**config.mk**
```make
export PLATFORM = sky130hd
export DESIGN_NAME = pwm_duty_gen
export DESIGN_NICKNAME = d
export VERILOG_FILES = /design/src/rtl/pwm_duty_gen.sv
export SDC_FILE = /design/constraint.sdc
export NUM_CORES = 1
export LEC_CHECK = 0
export ABC_CLOCK_PERIOD_IN_PS = 3350
export CAP_MARGIN = 20
export CORE_ASPECT_RATIO = 0.7
export CORE_MARGIN = 3
export CORE_UTILIZATION = 54
export DETAILED_ROUTE_END_ITERATION = 10
export MAX_ROUTING_LAYER = met4
export PLACE_DENSITY_LB_ADDON = 0.2
export SYNTH_ARGS = -nofsm -noshare
export SYNTH_HDL_FRONTEND = slang
export SYNTH_SLANG_ARGS = --single-unit
```
**constraint.sdc**
```tcl
create_clock -name clk_i -period 3.35 [get_ports clk_i]
set_input_delay 0.67 -clock clk_i [delete_from_list [all_inputs] [get_ports clk_i]]
set_output_delay 0.67 -clock clk_i [all_outputs]
set_load 0.02 [all_outputs]
```
**src/rtl/pwm_duty_gen.sv**
```systemverilog
// 10-slot PWM generator driven by an external 0..9 decade count.
// Duty is adjusted by debounced up/down buttons and only changes on period boundaries.
module pwm_duty_gen #(
  parameter int DB_CYCLES = 4
) (
  input  logic       clk_i,
  input  logic       reset,
  input  logic [3:0] cont_i,
  input  logic       up_i,
  input  logic       dn_i,
  output logic       pwm_o,
  output logic [3:0] duty_o,
  output logic       pend_o,
  output logic       err_o
);

  localparam int CW = (DB_CYCLES > 1) ? $clog2(DB_CYCLES) : 1;
  localparam logic [CW-1:0] DB_LAST = CW'(DB_CYCLES - 1);
  localparam int UP = 0;
  localparam int DN = 1;

  logic [1:0]         s1_q, s2_q;
  logic [1:0]         stable_q, stable_d;
  logic [1:0][CW-1:0] cnt_q, cnt_d;
  logic [1:0]         press;
  logic [3:0]         duty_req_q, duty_req_d;
  logic [3:0]         duty_q, duty_d;
  logic               pwm_q, pwm_d;
  logic               pend_q, pend_d;
  logic               err_q, err_d;
  logic               cont_ok;

  // Debounce: a state change is accepted only after DB_CYCLES differing samples in a row.
  always_comb begin
    stable_d = stable_q;
    cnt_d    = '0;
    press    = '0;
    for (int b = 0; b < 2; b++) begin
      if (s2_q[b] != stable_q[b]) begin
        if (cnt_q[b] == DB_LAST) begin
          stable_d[b] = s2_q[b];
          press[b]    = s2_q[b];
        end else begin
          cnt_d[b] = cnt_q[b] + 1'b1;
        end
      end
    end
  end

  always_comb begin
    duty_req_d = duty_req_q;
    case (press)
      2'b01:   if (duty_req_q < 4'd10) duty_req_d = duty_req_q + 4'd1;
      2'b10:   if (duty_req_q > 4'd0)  duty_req_d = duty_req_q - 4'd1;
      default: duty_req_d = duty_req_q;
    endcase
  end

  // The slot-9 compare still uses the old duty; the new one starts at slot 0.
  always_comb begin
    cont_ok = (cont_i <= 4'd9);
    duty_d  = (cont_ok && cont_i == 4'd9) ? duty_req_q : duty_q;
    pwm_d   = cont_ok && (cont_i < duty_q);
    err_d   = err_q | ~cont_ok;
    pend_d  = (duty_req_d != duty_d);
  end

  always_ff @(posedge clk_i) begin
    if (reset) begin
      s1_q       <= '0;
      s2_q       <= '0;
      stable_q   <= '0;
      cnt_q      <= '0;
      duty_req_q <= '0;
      duty_q     <= '0;
      pwm_q      <= 1'b0;
      pend_q     <= 1'b0;
      err_q      <= 1'b0;
    end else begin
      s1_q       <= {dn_i, up_i};
      s2_q       <= s1_q;
      stable_q   <= stable_d;
      cnt_q      <= cnt_d;
      duty_req_q <= duty_req_d;
      duty_q     <= duty_d;
      pwm_q      <= pwm_d;
      pend_q     <= pend_d;
      err_q      <= err_d;
    end
  end

  assign pwm_o  = pwm_q;
  assign duty_o = duty_q;
  assign pend_o = pend_q;
  assign err_o  = err_q;

  // Index constants kept for readability of the press vector ordering.
  logic unused_idx;
  assign unused_idx = (UP == 0) && (DN == 1);

endmodule

```
; Yosys cells after proc, flatten, opt, wreduce, memory -nomap -nowiden
; Cells that the tools add are included.
[classes]
reduce_logical = 6
add_sub_neg = 4
eq_ne = 8
bitwise_logic = 4
muxes = 8
magnitude_cmp = 4
[ops]
columns = op, count
row1 = $mux 4, 3
row2 = $pmux 4 s2, 1
row3 = $eq 2x2->1 const B, 3
row4 = $reduce_or 3->1, 2
row5 = $add 2x1->2 const B, 2
row6 = $add 4x1->4 const B, 1
row7 = $eq 4x4->1 const B, 1
row8 = $gt 4x1->1 const B, 1
row9 = $le 4x4->1 const B, 1
row10 = $lt 4x4->1, 1
row11 = $lt 4x4->1 const B, 1
row12 = $mux 1, 4
row13 = $ne 4x4->1, 1
row14 = $reduce_and 2->1, 2
row15 = $sub 4x1->4 const B, 1
row16 = $not 1->1, 3
row17 = $eq 2x1->1 const B, 1
row18 = $logic_and 1x1->1, 2
row19 = $ne 1x1->1, 2
row20 = $or 1x1->1, 1
[totals]
reg_bits = 21
input_bits = 8
out_inout_bits = 7
word_cells = 45

; Depth between registers and ports, before layout
[logic_depth]
depth_word = 6
mapped_depth = 12
mapped_depth_nobuf = 11

; Least setup slack after synthesis
; OpenSTA, ideal clock, no wires.
[synth_timing]
path_type = register to register
startpoint = register cnt_q[0] (netlist bit)
endpoint = register pend_q (netlist: pend_o)
setup_time_ns = 0.131
required_time_ns = 3.219
arrival_ns = 2.354
n_path_buf = 0
period_less_slack_ns = 2.485
setup_slack_ns = 0.865
stages_incl_launch_ff = 11
path_cell_list = dfxtp_1 -> ha_1 -> nand2_1 -> or2_2 -> ha_1 -> or3b_1 -> o22ai_1 -> o21ba_2 -> and2b_1 -> a2111oi_2 -> a31oi_1
[synth_via]
elab_chain_len = 6
word_cells_on_any_way = 7
cone_classes = 4 x eq/ne / 3 x mux
[synth_lines]
columns = item, line_no
row1 = from (decl), 24  ; logic [1:0][CW-1:0] cnt_q, cnt_d;
row2 = from (signal assigned), 83  ; cnt_q <= cnt_d;
row3 = $eq 2x2->1 *, 40  ; if (cnt_q[b] == DB_LAST) begin
row4 = $mux 1 *, 40
row5 = $mux 1 *, 39  ; if (s2_q[b] != stable_q[b]) begin
row6 = $eq 2x2->1 or $eq 2x1->1 (tied branches), 52  ; case (press)
row7 = $pmux 4 s2 *, 52
row8 = $ne 4x4->1 *, 65  ; pend_d = (duty_req_d != duty_d);
row9 = to (signal assigned), 87  ; pend_q <= pend_d;
row10 = to (decl), 29  ; logic pend_q, pend_d;
; Mark *: on every way between the ends. The rest lies on a longest branch, timed or not.
; A chain may end at the register's enable or synchronous reset.

; Worst setup path after layout
; Ends and elaborated chain as after synthesis.

==> results.toml <==
[status]
outcome = "complete, no violations"

[logic_synthesis]
avgSynthCellArea_um2 = 8.665
synth_fp_nets = 165
synth_area_mm2 = 0.001282
yosys.area.top_type_share = 0.3278
syn-instance-count = 148
ys_seq_area_frac = 0.3278
yosysWarnings = 0
ys_ff_latch = 21
synth_area_leaders = "dfxtp_1 33%, ha_1 8.8%, nor2_1 4.7%, buf_6 3.5%, inv_1 3.5%"
synth.lib_cells_used.distinct = 48
yosysTopAreaCell = "dfxtp_1"

[timing]
slew-limit-headroom = 0.5635
rsz0062_at_grt = "false"
tightest_slew_ns = 0.6527
skew_ns = 0.006173
hold_violations = 0
post-route-min-period_ns = 2.714
slew_violations = 0
fin_crit_sh = 0.8101
fin_setup_tns_ns = 0
setup_ws_ns = 0.6361
max_freq_mhz = 368.5
setup_viol = 0

[route]
via_count = 1049
antenna_left = 0
drc = 0
viasPerCell = 5.492
wl_per_cell_um = 13.43
firstDrtPassIters = 4
first_iter_violations = 33
wl_um = 2566

[floorplanning]
die_area_mm2 = 0.003005
die_w_um = 64.25
core_mm2 = 0.002207
fp-row-count = 14
die_height_um = 46.78
start_util = 0.5811
io_pins = 15

[grt]
grt_pass1_vias = 1046
grt_pass1_wl_um = 4491
grt_max_degree = 20
antenna_found_initial = 0
track_usage = 0.2036
overflow = 0

[clock_network]
clkTransAtPathRegs_ns = 0.12
cts_hold_buf = 0
cts_setup_buffers = 0
numCtsBuffers = 3
cts_resized = 0
clock_sinks = 21
cts_tree = "built"
htreeDepth = 1
clk_latency_ns = 0.30
clock_path_buffers = 2
cts-root-buf = "clkbuf_4"

[layout]
multi_input_area_um2 = 742.0
layout.nets = 177
fillers = 203
area.growth.synth_to_final_pct = 10.93
regArea_um2 = 420.4
final_layout_size_suffix_gt1_frac = 0.1006
diodes = 0

[setup_path]
path_max_fanout = 8
start_kind = "flip-flop"
critPathCaptureType = "flip-flop"
required_ns = 3.52
path_class = "reg2reg"
rrSetupSlack_ns = 0.64
cp.arrival_ns = 2.89

[job]
maxCapViolCount = 0

[placement]
dp_worst_setup_slack_ns = 0.6583
hpwl_um = 1911
io_buffer_count = 14
routabilityCongestion = 0.9317

[pwr]
vdd_drop_max_mv = 0.1907
power.leakage_uw = 0.0005417
power_density_mw_per_mm2 = 292.7
total_power_uw = 416.4

[hold_path]
holdCritPathClass = "reg2reg"
## where the power goes
group	internal [uW]	leakage, uW	total [uW]	switching (uW)
sequential	255	0.000171	258	2.77
clock	44.5	0.0000177	121	76.1
combinational	20.6	0.000353	37.9	17.3
## cells in the mapped netlist, drive strengths merged
library cell,count
dfxtp,21
nor2,17
inv,12
nand2,12
ha,9
a21oi,7
o21ai,7
buf,6
nand2b,5
nor2b,5
or3,4
xnor2,4
a2111oi,3
or2,3
a21o,2
a221oi,2
clkbuf,2
mux2i,2
nand3,2
nand4,2
nor3,2
o21a,2
xor2,2
a211oi,1
a311oi,1
a31o,1
a31oi,1
and2b,1
and3,1
mux2,1
nand3b,1
nand4bb,1
nor3b,1
nor4b,1
nor4bb,1
o21ba,1
o22ai,1
or3b,1
## registers in the layout (all words and copies together) (netlist names)
name,count
duty_o,4
pend_o,1
pwm_o,1
cnt_q,4
s1_q,2
stable_q,2
s2_q,2
err_o,1
duty_req_q,4
## metal layers
metal	wire (um)	GRT usage
met5	0	-
met4	26	0.06303
met3	120	0.05024
met2	1261	0.3648
met1	1157	0.2311
## area by class of cell
type	count	share of cell area
Multi-Input combinational cell	107	0.5215
Sequential cell	21	0.2955
Timing Repair Buffer	15	0.1038
Inverter	12	0.03166
Tap cell	32	0.02814
Clock buffer	3	0.01583
Clock inverter	1	0.003518
## final timing paths
path                  startpoint             endpoint  depth (start not counted)
max          cnt_q[0]$_SDFF_PP0_    pend_o$_SDFF_PP0_                         10
min          cnt_q[2]$_SDFF_PP0_  cnt_q[2]$_SDFF_PP0_                          1
max reg2reg  cnt_q[0]$_SDFF_PP0_    pend_o$_SDFF_PP0_                         10
min reg2reg  cnt_q[2]$_SDFF_PP0_  cnt_q[2]$_SDFF_PP0_                          1
## logic make-up after synthesis
family | Yosys count | synth area share
compound gates | 29 | 0.1688
xor+xnor | 6 | 0.04098
fa+ha+maj | 9 | 0.08781
buf+inv | 20 | 0.09365
flops | 21 | 0.3278
mux | 3 | 0.02439
simple gates | 60 | 0.2566
## through the flow
step,utilization,instance area [um^2],std cells,hold WS (ns)
4_1_cts,0.6446,1423,191,0.4339
3_3_place_gp,0.6321,1395,187,0.4036
5_1_grt,0.6446,1423,191,0.4598
2_1_floorplan,-,1282,148,0.3974
6_report,0.6446,1423,191,0.4316
3_5_place_dp,0.6321,1395,187,0.4165
## cell usage in the layout, fill, tap and decap left out, types with 2 or more instances in the layout
master	n
dfxtp_1	21
nor2_1	16
clkdlybuf4s50_1	14
nand2_1	12
inv_1	12
ha_1	9
a21oi_1	7
o21ai_0	6
nand2b_1	5
nor2b_1	5
xnor2_1	4
or3_1	3
clkbuf_4	3
or2_2	2
nand3_1	2
nor3_1	2
a21o_1	2
o21a_1	2
mux2i_1	2
xor2_1	2
a2111oi_2	2
## critical path: stages (launching register included)
cell and delay, ns:
dfxtp_1 0.35, ha_1 0.18, nand2_1 0.07, or2_2 0.29, ha_1 0.42, or3b_1 0.39, o22ai_1 0.19, o21ba_2 0.21
and2b_1 0.17, a2111oi_2 0.20, a31oi_1 0.12
Note: power is estimated with default switching activity, not from simulation.
